File: config.mk
export PLATFORM = sky130hd
export DESIGN_NAME = tick_wave_gen_flat
export DESIGN_NICKNAME = d
export VERILOG_FILES = /design/src/rtl/tick_wave_gen_if.sv /design/src/rtl/tick_wave_gen.sv /design/src/flat_wrapper.sv
export SDC_FILE = /design/constraint.sdc
export NUM_CORES = 1
export LEC_CHECK = 0
export ABC_AREA = 1
export BUFFER_PORTS_ARGS = -buffer_cell sky130_fd_sc_hd__buf_2
export CORE_ASPECT_RATIO = 0.6
export CORE_MARGIN = 5
export CORE_UTILIZATION = 50
export CTS_CLUSTER_DIAMETER = 50
export CTS_CLUSTER_SIZE = 8
export DETAILED_ROUTE_END_ITERATION = 12
export GPL_TIMING_DRIVEN = 0
export PLACE_DENSITY_LB_ADDON = 0.2
export SETUP_SLACK_MARGIN = 0.3
export SYNTH_ARGS = -nofsm -noshare
export SYNTH_HDL_FRONTEND = slang
export SYNTH_SLANG_ARGS = --single-unit
export TNS_END_PERCENT = 1
File: constraint.sdc
create_clock -name clk -period 4.5 [get_ports clk]
set_input_delay 0.9 -clock clk [delete_from_list [all_inputs] [get_ports clk]]
set_output_delay 0.9 -clock clk [all_outputs]
set_load 0.03 [all_outputs]
File: src/rtl/tick_wave_gen_if.sv
`default_nettype none
`timescale 1ns/1ps
// ============================================================================
//  Module      : tick_wave_gen_if
//  Description : Control/status bundle of the tick/wave time-base generator.
//                The master side drives the configuration strobe and fields
//                and observes the registered outputs; the slave side is the
//                generator itself.
//  Signals     : load    - latch period/high/mode and restart at count 0
//                en      - count enable, 0 pauses
//                mode    - 00 square, 01 tick-only, 10 one-shot, 11 reserved
//                period  - cycles per period (legal >= 2)
//                high    - cycles the wave is high per period
//                wave    - divided square wave
//                tick    - one-cycle pulse in the last cycle of a period
//                busy    - generator is running or paused
//                cfg_err - sticky flag for an illegal load
//  Revision    : 1.0  initial release
// ============================================================================
interface tick_wave_gen_if #(
    parameter int CNT_W = 26
);
    logic             load;
    logic             en;
    logic [1:0]       mode;
    logic [CNT_W-1:0] period;
    logic [CNT_W-1:0] high;
    logic             wave;
    logic             tick;
    logic             busy;
    logic             cfg_err;

    modport master (
        output load, en, mode, period, high,
        input  wave, tick, busy, cfg_err
    );

    modport slave (
        input  load, en, mode, period, high,
        output wave, tick, busy, cfg_err
    );
endinterface
`default_nettype wire

File: src/rtl/tick_wave_gen.sv
`default_nettype none
`timescale 1ns/1ps
// ============================================================================
//  Module      : tick_wave_gen
//  Description : Runtime-programmable time base. Divides clk by a latched
//                period and produces a duty-controlled square wave plus a
//                one-cycle end-of-period tick. Supports free-running square,
//                tick-only and one-shot modes, pausing via en, and a sticky
//                configuration-error flag.
//  Ports       : clk  - clock
//                clr  - asynchronous, active-high reset
//                bus  - tick_wave_gen_if.slave (load/en/mode/period/high in,
//                       wave/tick/busy/cfg_err out)
//  Parameters  : CNT_W      - width of counter, period and high
//                DEF_PERIOD - period loaded by clr (clk cycles)
//                DEF_HIGH   - high time loaded by clr (clk cycles)
//                AUTO_START - 1: running after clr, 0: idle after clr
//  Revision    : 1.0  initial release
// ============================================================================
module tick_wave_gen #(
    parameter int CNT_W      = 26,
    parameter int DEF_PERIOD = 50_000_000,
    parameter int DEF_HIGH   = 25_000_000,
    parameter int AUTO_START = 1
) (
    input  wire logic        clk,
    input  wire logic        clr,
    tick_wave_gen_if.slave   bus
);

    // ------------------------------------------------------------------
    // Constants
    // ------------------------------------------------------------------
    localparam logic [1:0] c_MODE_SQUARE = 2'b00;
    localparam logic [1:0] c_MODE_TICK   = 2'b01;
    localparam logic [1:0] c_MODE_ONE    = 2'b10;
    localparam logic [1:0] c_MODE_RSVD   = 2'b11;

    localparam logic [CNT_W-1:0] c_ZERO        = '0;
    localparam logic [CNT_W-1:0] c_ONE         = CNT_W'(1);
    localparam logic [CNT_W-1:0] c_TWO         = CNT_W'(2);
    localparam logic [CNT_W-1:0] c_DEF_PERIOD  = CNT_W'(DEF_PERIOD);
    localparam logic [CNT_W-1:0] c_DEF_HIGH    = CNT_W'(DEF_HIGH);
    localparam logic             c_AUTO        = (AUTO_START != 0);
    localparam logic             c_WAVE_RST    = (AUTO_START != 0) && (DEF_HIGH > 0);

    typedef enum logic [1:0] {
        S_IDLE  = 2'd0,
        S_RUN   = 2'd1,
        S_PAUSE = 2'd2,
        S_DONE  = 2'd3
    } state_t;

    localparam state_t c_STATE_RST = c_AUTO ? S_RUN : S_IDLE;

    // ------------------------------------------------------------------
    // Registers
    // ------------------------------------------------------------------
    state_t           r_state;
    logic [CNT_W-1:0] r_cnt;
    logic [CNT_W-1:0] r_period;
    logic [CNT_W-1:0] r_high;
    logic [1:0]       r_mode;
    logic             r_wave;
    logic             r_tick;
    logic             r_busy;
    logic             r_cfg_err;

    // ------------------------------------------------------------------
    // Next-state values
    // ------------------------------------------------------------------
    state_t           w_state_nx;
    logic [CNT_W-1:0] w_cnt_nx;
    logic [CNT_W-1:0] w_period_nx;
    logic [CNT_W-1:0] w_high_nx;
    logic [1:0]       w_mode_nx;
    logic             w_err_nx;
    logic             w_legal;
    logic             w_last;
    logic             w_active_nx;
    logic             w_wave_nx;
    logic             w_tick_nx;

    assign w_legal = (bus.period >= c_TWO) && (bus.mode != c_MODE_RSVD);

    // ">=" rather than "==" so a counter that is somehow beyond the end of
    // the period still wraps instead of running away.
    assign w_last  = (r_cnt >= (r_period - c_ONE));

    always_comb begin
        w_state_nx  = r_state;
        w_cnt_nx    = r_cnt;
        w_period_nx = r_period;
        w_high_nx   = r_high;
        w_mode_nx   = r_mode;
        w_err_nx    = r_cfg_err;

        if (bus.load) begin
            // load outranks both en and the counter wrap
            w_cnt_nx = c_ZERO;
            if (w_legal) begin
                w_period_nx = bus.period;
                w_high_nx   = bus.high;
                w_mode_nx   = bus.mode;
                w_err_nx    = 1'b0;
                w_state_nx  = bus.en ? S_RUN : S_PAUSE;
            end else begin
                w_err_nx    = 1'b1;
                w_state_nx  = S_IDLE;
            end
        end else begin
            case (r_state)
                S_RUN, S_PAUSE: begin
                    // Any edge with en=1 advances the count, including the
                    // one that leaves PAUSE, so a pause of N cycles delays
                    // the period by exactly N cycles.
                    if (bus.en) begin
                        w_state_nx = S_RUN;
                        if (w_last) begin
                            w_cnt_nx = c_ZERO;
                            if (r_mode == c_MODE_ONE) begin
                                w_state_nx = S_DONE;
                            end
                        end else begin
                            w_cnt_nx = r_cnt + c_ONE;
                        end
                    end else begin
                        w_state_nx = S_PAUSE;
                    end
                end
                default: begin
                    // IDLE and DONE only leave through load
                    w_cnt_nx = c_ZERO;
                end
            endcase
        end
    end

    // Outputs are computed from the next-state values so that every output
    // register describes the same post-edge state as cnt and state.
    assign w_active_nx = (w_state_nx == S_RUN) || (w_state_nx == S_PAUSE);

    assign w_wave_nx   = w_active_nx
                       && (w_mode_nx != c_MODE_TICK)
                       && (w_cnt_nx < w_high_nx);

    // RUN is only ever entered on an edge with en=1, so the post-edge RUN
    // state already carries the "en=1" qualifier of the tick condition.
    assign w_tick_nx   = (w_state_nx == S_RUN)
                       && (w_cnt_nx == (w_period_nx - c_ONE));

    // ------------------------------------------------------------------
    // State machine and registered outputs
    // ------------------------------------------------------------------
    always_ff @(posedge clk or posedge clr) begin
        if (clr) begin
            r_state   <= c_STATE_RST;
            r_cnt     <= c_ZERO;
            r_period  <= c_DEF_PERIOD;
            r_high    <= c_DEF_HIGH;
            r_mode    <= c_MODE_SQUARE;
            r_wave    <= c_WAVE_RST;
            r_tick    <= 1'b0;
            r_busy    <= c_AUTO;
            r_cfg_err <= 1'b0;
        end else begin
            r_state   <= w_state_nx;
            r_cnt     <= w_cnt_nx;
            r_period  <= w_period_nx;
            r_high    <= w_high_nx;
            r_mode    <= w_mode_nx;
            r_wave    <= w_wave_nx;
            r_tick    <= w_tick_nx;
            r_busy    <= w_active_nx;
            r_cfg_err <= w_err_nx;
        end
    end

    assign bus.wave    = r_wave;
    assign bus.tick    = r_tick;
    assign bus.busy    = r_busy;
    assign bus.cfg_err = r_cfg_err;

endmodule
`default_nettype wire
File: src/flat_wrapper.sv
// flat-port wrapper written by rule: the top's interface ports become plain ports
module tick_wave_gen_flat 
#(
    parameter int CNT_W      = 26,
    parameter int DEF_PERIOD = 50_000_000,
    parameter int DEF_HIGH   = 25_000_000,
    parameter int AUTO_START = 1
)
  (clk, clr, bus_load, bus_en, bus_mode, bus_period, bus_high, bus_wave, bus_tick, bus_busy, bus_cfg_err);
  tick_wave_gen_if #(.CNT_W(CNT_W)) bus_i ();
  input  wire logic clk;
  input  wire logic clr;
  input wire logic [$bits(bus_i.load)-1:0] bus_load;
  input wire logic [$bits(bus_i.en)-1:0] bus_en;
  input wire logic [$bits(bus_i.mode)-1:0] bus_mode;
  input wire logic [$bits(bus_i.period)-1:0] bus_period;
  input wire logic [$bits(bus_i.high)-1:0] bus_high;
  output wire logic [$bits(bus_i.wave)-1:0] bus_wave;
  output wire logic [$bits(bus_i.tick)-1:0] bus_tick;
  output wire logic [$bits(bus_i.busy)-1:0] bus_busy;
  output wire logic [$bits(bus_i.cfg_err)-1:0] bus_cfg_err;
  assign bus_i.load = bus_load;
  assign bus_i.en = bus_en;
  assign bus_i.mode = bus_mode;
  assign bus_i.period = bus_period;
  assign bus_i.high = bus_high;
  assign bus_wave = bus_i.wave;
  assign bus_tick = bus_i.tick;
  assign bus_busy = bus_i.busy;
  assign bus_cfg_err = bus_i.cfg_err;
  tick_wave_gen #(.CNT_W(CNT_W), .DEF_PERIOD(DEF_PERIOD), .DEF_HIGH(DEF_HIGH), .AUTO_START(AUTO_START)) u_core (.clk(clk), .clr(clr), .bus(bus_i));
endmodule
==> flow_metrics.env, run 1 <==
export IMPL_cts_inserted_buffers=9
export IMPL_synth_instances=1039
export IMPL_r2r_setup_slack_ps=-550
export IMPL_final_net_count=1260
export IMPL_critical_path_max_stage_delay_ps=390
export IMPL_synth_distinct_cells=46
export IMPL_worst_clock_skew_ps=16.1
export IMPL_timing_worst_slew_pin_value_ps=649
export IMPL_slew_violations=0
export IMPL_critical_path_slowest_cell="sky130_fd_sc_hd__dfrtp_1"
export IMPL_postSynthRegisterBits=86
export IMPL_tritoncts_clock_tree="done"
export IMPL_clock_root_buffer="sky130_fd_sc_hd__clkbuf_16"
export IMPL_cp_required_ps=4790
export IMPL_sequential_cell_area_mm2=0.00219
export IMPL_timing_hold_worst_endpoint="u_core.bus.cfg_err"
export IMPL_die_x_um=166
export IMPL_clock_insertion_delay_worst_skew_ps=360
export IMPL_hold_path_class="reg -> reg"
export IMPL_violations="setup timing"
export IMPL_synth_edf_count=0
export IMPL_synthToLayoutAreaGrowth_pct=22.3
export IMPL_vias=7003
export IMPL_avgSynthCellArea_um2=7.00
export IMPL_routed_wirelength_um=21800
export IMPL_synth_xor_area_share_pct=4.34
export IMPL_multiInputGateArea_mm2=0.00469
export IMPL_ios=62
export IMPL_drtIter0Drc=501
export IMPL_post_route_min_period_ps=5050
export IMPL_startpoint_of_the_lowest_slack_hold_path="u_core.bus.cfg_err"
export IMPL_synth_adder_area_share_pct=9.46
export IMPL_hold_worst_slack_ps=502
export IMPL_die_height_um=103
export IMPL_dp_hpwl_um=16900
export IMPL_main_combinational_cell_family_by_area_after_synthesis="simple AND/OR/NAND/NOR gates"
export IMPL_ir_drop_v=0.000186
export IMPL_row_count=34
export IMPL_worstHoldPathCells=2
export IMPL_drcViolationCount=0
export IMPL_cts_buffer_depth=2
export IMPL_cts_htree_levels=3
export IMPL_fillers=1350
export IMPL_ant_cells=0
export IMPL_grt_start_max_net_pins=47
export IMPL_share_of_synthesized_area_spent_on_multiplexers_pct=0
export IMPL_post_synthesis_compound_gate_area_fraction_pct=8.72
export IMPL_area_of_the_core_mm2=0.0144
export IMPL_report_final_setup_viol=2
export IMPL_yosys_warnings=0
export IMPL_max_slew_margin_pct=56.6
export IMPL_rsz_0062_raised_after_global_routing="true"
export IMPL_ys_seq_area_share_pct=30.1
export IMPL_globalRouteTotalUtil_pct=25.5
export IMPL_number_of_i_o_port_buffers=60
export IMPL_synth_top_cell_area_share_pct=20.3
export IMPL_wire_per_inst_um=16.1
export IMPL_totalPowerFinal_w=0.00233
export IMPL_post_route_period_util_pct=112
export IMPL_most_common_layout_cells="sky130_fd_sc_hd__nand2_1 (226), sky130_fd_sc_hd__inv_1 (147), sky130_fd_sc_hd__nand3_1 (78)"
export IMPL_vias_in_the_first_global_route=6466
export IMPL_avgViaCountPerCell=5.19
export IMPL_critical_path_class="reg -> reg"
export IMPL_report_final_hold_viol_count=0
export IMPL_clkSlewWorstSetupHoldPaths_ps=70
export IMPL_grt_antenna_before_repair=0
export IMPL_synthSimpleGateAreaFrac_pct=36.8
export IMPL_critPathMaxFanout=6
export IMPL_numClockSinks=86
export IMPL_status="finished, violations left"
export IMPL_postSynth_topFlopCell="sky130_fd_sc_hd__dfrtp_1"
export IMPL_destination_of_the_worst_register_to_register_timing_path="u_core.bus.wave"
export IMPL_post_synth_top_area_cell="sky130_fd_sc_hd__dfrtp_1"
export IMPL_global_route_wire_length_before_repair_um=33900
export IMPL_ffs_w_async_s_r_synth_pct=100
export IMPL_timing_critical_path_to_type="flip-flop"
export IMPL_die_area_mm2=0.0171
export IMPL_grt_overflow_total=0
export IMPL_crit_reg2reg_launch="u_core.r_period[2]"
export IMPL_power_leakage_nw=4.45
export IMPL_r2r_cells=33
export IMPL_number_of_violations_of_the_max_capacitance_limit=0
export IMPL_crit_arrival_ps=5340
export IMPL_setup_slack_ps=-547
export IMPL_initial_core_util_pct=50.6
export IMPL_synth_nets=1152
export IMPL_drive_above_1_share_pct=28.1
export IMPL_startpoint_type="flip-flop"
export IMPL_globalplace_congestion=0.994
export IMPL_layout_cells_most_common="sky130_fd_sc_hd__nand2_1"
export IMPL_fmax_mhz=198
export IMPL_length_of_the_first_detailed_routing_pass_in_iterations=6
export IMPL_synth_cell_area_mm2=0.00727
export IMPL_synth_area_leaders="sky130_fd_sc_hd__dfrtp_1 (20%), sky130_fd_sc_hd__nand2_1 (12%), sky130_fd_sc_hd__dfstp_2 (9.8%), sky130_fd_sc_hd__ha_1 (9.5%), sky130_fd_sc_hd__inv_1 (8.2%)"
export IMPL_drtAntennaViolNets=0
export IMPL_power_per_cell_area_mw_per_mm2=262
export IMPL_hold_buffers=0
Yosys cell counts (all sizes together), types with 4 or more instances:
| cell type | count |
|---|---|
| nand2 | 262 |
| inv | 173 |
| nor2 | 113 |
| nand3 | 89 |
| o21ai | 67 |
| dfrtp | 59 |
| ha | 55 |
| xor2 | 33 |
| or2 | 30 |
| a21oi | 29 |
| dfstp | 27 |
| nand4 | 27 |
| nor3 | 20 |
| buf | 11 |
| nand3b | 8 |
| clkbuf | 7 |
| nor4 | 4 |
| o211ai | 4 |
state kept, by name (all words and copies together), names as in the netlist:
name / flops
u_core.bus.wave: 1
u_core.r_high: 26
u_core.r_period: 26
u_core.r_mode: 2
u_core.bus.busy: 1
u_core.r_cnt: 26
u_core.bus.cfg_err: 1
u_core.r_state: 2
u_core.bus.tick: 1
critical path, delay by kind of cell (launching register included):
family,cells,cell delay (ps)
fa+ha+maj,2,490
simple gates,22,2880
flops,1,390
xor+xnor,1,230
compound gates,2,340
buf+inv,6,660
per-layer routing:
layer / track usage (%) / part of all wire (%) / vias to the layer above
met5: 0 / 0 / -
met4: 5.20 / 1.1 / 0
met3: 6.65 / 10 / 25
met2: 35.5 / 38 / 281
met1: 39.5 / 51 / 3155
li1: - / - / 3542
power breakdown:
group          internal (W)  leakage, nW  switching (W)
Sequential         0.000860         1.02      0.0000364
Combinational      0.000218         3.27       0.000412
Clock              0.000456        0.156       0.000348
metrics by stage:
step | instance area (um^2) | util [%] | TNS [ps] | setup slack [ps] | std cells
2_1_floorplan | 7370 | - | 0 | 277 | 1039
3_3_place_gp | 7920 | 55.0 | -1320 | -890 | 1297
6_report | 8890 | 61.8 | -829 | -547 | 1350
3_5_place_dp | 7950 | 55.3 | -1340 | -890 | 1298
5_1_grt | 8890 | 61.8 | -1630 | -881 | 1350
4_1_cts | 8660 | 60.2 | -470 | -355 | 1338
layout make-up:
type / instances / share of cell area (%)
inverter: 175 / 7.54
tap: 198 / 2.79
timing repair buffer: 97 / 7.26
buffer: 18 / 1.49
sequential: 86 / 24.6
clock buffer: 10 / 2.69
multi-input combinational: 760 / 52.8
clock inverter: 6 / 0.858
timing repair:
item                       4_1_cts  5_1_grt
pin swaps                       24       31
setup endpoints to repair       15       22
gates resized for setup         47       34
gates cloned                     1        0
buffers inserted                23       12
worst max-delay path by stage:
stage               cells after the start  slack, ps                from         endpoint
finish                                 33       -550  u_core.r_period[2]  u_core.bus.wave
global route                           33       -880  u_core.r_period[2]  u_core.bus.wave
CTS                                    33       -350  u_core.r_period[0]  u_core.bus.wave
detailed placement                     30       -890  u_core.r_period[2]  u_core.bus.wave
global placement                       29       -890  u_core.r_period[4]  u_core.bus.wave
floorplan                              30        280  u_core.r_period[4]  u_core.bus.wave
cell families (layout without fill, tap and decap cells):
family                     Yosys count  in the layout
and+or+nand+nor                    556            556
buffers and inverters              193            306
AOI/OAI and AO/OA                  113            113
DFF                                 86             86
adders and majority gates           55             55
xor gates and xnor gates            36             36
(Power assumes the default switching activity.)
==> inputs of run 2 (changes only) <==
==> constraint.sdc (replaced) <==
create_clock -name clk -period 4.5 [get_ports clk]
set_input_delay 0.225 -clock clk [delete_from_list [all_inputs] [get_ports clk]]
set_output_delay 0.225 -clock clk [all_outputs]
set_load 0.03 [all_outputs]
==> flow_metrics.env, run 2 (synthesis gave the netlist of run 1 again) <==
export IMPL_report_final_setup_viol=2
export IMPL_switchingPower_w=0.000794
export IMPL_critPathMaxFanout=6
export IMPL_status="finished, violations left"
export IMPL_global_route_wire_length_before_repair_um=33900
export IMPL_layout_cells_most_common="sky130_fd_sc_hd__nand2_1"
export IMPL_setup_slack_ps=-553
export IMPL_rsz_0062_raised_after_global_routing="true"
export IMPL_numClockSinks=86
export IMPL_grt_antenna_before_repair=0
export IMPL_number_of_i_o_port_buffers=60
export IMPL_worstHoldPathCells=3
export IMPL_post_route_min_period_ps=5050
export IMPL_die_area_mm2=0.0171
export IMPL_wire_per_inst_um=16.1
export IMPL_drtAntennaViolNets=0
export IMPL_post_route_period_util_pct=112
export IMPL_power_leakage_nw=4.45
export IMPL_grt_start_max_net_pins=47
export IMPL_globalplace_congestion=0.994
export IMPL_slew_violations=0
export IMPL_cts_htree_levels=3
export IMPL_number_of_violations_of_the_max_capacitance_limit=0
export IMPL_hold_path_class="in -> reg"
export IMPL_fin_setup_tns_ps=-833
export IMPL_die_height_um=103
export IMPL_fillers=1348
export IMPL_ir_drop_v=0.000187
export IMPL_dpl_cell_count=1298
export IMPL_timing_critical_path_to_type="flip-flop"
export IMPL_worst_clock_skew_ps=14.8
export IMPL_critical_path_max_stage_delay_ps=390
export IMPL_critical_path_slowest_cell="sky130_fd_sc_hd__dfrtp_1"
export IMPL_clock_root_buffer="sky130_fd_sc_hd__clkbuf_16"
export IMPL_startpoint_type="flip-flop"
export IMPL_clkSlewWorstSetupHoldPaths_ps=70
export IMPL_critical_path_class="reg -> reg"
export IMPL_vias_in_the_first_global_route=6469
export IMPL_finalNonFillerCells=1353
export IMPL_p_comb_share_pct=27.1
export IMPL_report_final_hold_viol_count=0
export IMPL_r2r_setup_slack_ps=-550
export IMPL_tritoncts_clock_tree="done"
export IMPL_drcViolationCount=0
export IMPL_hold_worst_slack_ps=111
export IMPL_final_net_count=1261
export IMPL_length_of_the_first_detailed_routing_pass_in_iterations=6
export IMPL_clock_insertion_delay_worst_skew_ps=360
export IMPL_cts_inserted_buffers=9
export IMPL_power_per_cell_area_mw_per_mm2=261
export IMPL_vias=7003
export IMPL_power_share_switching_pct=34.1
export IMPL_destination_of_the_worst_register_to_register_timing_path="u_core.bus.wave"
export IMPL_die_x_um=166
export IMPL_fmax_mhz=198
export IMPL_drive_above_1_share_pct=28.1
export IMPL_largestRegisters="u_core.r_cnt x26, u_core.r_high x26, u_core.r_period x26"
export IMPL_ios=62
export IMPL_area_of_the_core_mm2=0.0144
export IMPL_startpoint_of_the_lowest_slack_hold_path="bus_high[0]"
export IMPL_cp_required_ps=4790
export IMPL_seq_power_share_pct=38.5
export IMPL_globalRouteTotalUtil_pct=25.5
export IMPL_timing_worst_slew_pin_value_ps=641
export IMPL_clock_power_share_pct=34.5
export IMPL_initial_core_util_pct=50.6
export IMPL_timing_hold_worst_endpoint="u_core.r_high[0]"
export IMPL_r2r_cells=33
export IMPL_cts_buffer_depth=2
export IMPL_dp_hpwl_um=16900
export IMPL_drtIter0Drc=499
export IMPL_grt_overflow_total=0
export IMPL_most_common_layout_cells="sky130_fd_sc_hd__nand2_1 (226), sky130_fd_sc_hd__inv_1 (147), sky130_fd_sc_hd__nand3_1 (78)"
export IMPL_crit_reg2reg_launch="u_core.r_period[2]"
export IMPL_violations="setup timing"
export IMPL_routed_wirelength_um=21700
export IMPL_crit_arrival_ps=5340
export IMPL_synthToLayoutAreaGrowth_pct=22.5
export IMPL_row_count=34
export IMPL_max_slew_margin_pct=57.1
export IMPL_cell_internal_pwr_w=0.00153
export IMPL_avgViaCountPerCell=5.18
-- run 2: metrics by stage --
stage | utilization, % | area [um^2] | total power, W | worst slack (ps)
after CTS | 60.3 | 8670 | 0.00232 | -355
after global placement | 55.0 | 7920 | 0.00145 | -890
after global routing | 61.9 | 8900 | 0.00246 | -881
final | 61.9 | 8910 | 0.00233 | -553
after floorplan | - | 7370 | 0.00130 | 277
after detailed placement | 55.3 | 7950 | 0.00147 | -890
-- run 2: final cells by class --
class	instances	area, um^2	share of cell area [%]
Antenna cell	2	5.00	0.0562
Timing Repair Buffer	98	656	7.36
Buffer	18	133	1.49
Tap cell	198	248	2.78
Inverter	175	671	7.53
Clock buffer	10	239	2.68
Multi-Input combinational cell	760	4690	52.7
Clock inverter	6	76.3	0.857
Sequential cell	86	2190	24.6
-- run 2: critical path: cells and delay by family, from the launching register on --
family,cells,cell delay [ps]
fa+ha+maj,2,490
simple gates,22,2870
compound gates,2,340
xor+xnor,1,230
buf+inv,6,660
flops,1,390
-- run 2: power groups by stage --
stage | Clock [W] | Combinational, W | Sequential [W]
finish | 0.000802 | 0.000630 | 0.000897
floorplan | 0 | 0.000389 | 0.000911
detailed placement | 0 | 0.000559 | 0.000909
CTS | 0.000819 | 0.000601 | 0.000896
global placement | 0 | 0.000547 | 0.000907
global route | 0.000849 | 0.000702 | 0.000904
-- run 2: metal layers --
| layer | wire length, um | part of all wire, % | track usage, % | vias up |
|---|---|---|---|---|
| met5 | 0 | 0 | 0 | - |
| met4 | 244 | 1.1 | 5.20 | 0 |
| met3 | 2110 | 9.7 | 6.65 | 20 |
| met2 | 8230 | 38 | 35.5 | 259 |
| met1 | 11100 | 51 | 39.5 | 3178 |
| li1 | - | - | - | 3546 |
-- run 2: what timing repair did --
action                                  in CTS  in global routing
endpoints found under the hold margin       27                  0
resized for setup                           47                 34
endpoints found under the setup margin      15                 22
pin swaps                                   24                 31
cloned                                       1                  0
setup buffers                               23                 12
hold buffers                                 1                  0
-- run 2: worst max path at each step --
stage                       startpoint         endpoint  slack [ps]  cells past startpoint
floorplan           u_core.r_period[4]  u_core.bus.wave         280                     30
global placement    u_core.r_period[4]  u_core.bus.wave        -890                     29
detailed placement  u_core.r_period[2]  u_core.bus.wave        -890                     30
CTS                 u_core.r_period[0]  u_core.bus.wave        -350                     33
global route        u_core.r_period[2]  u_core.bus.wave        -880                     33
finish              u_core.r_period[2]  u_core.bus.wave        -550                     33
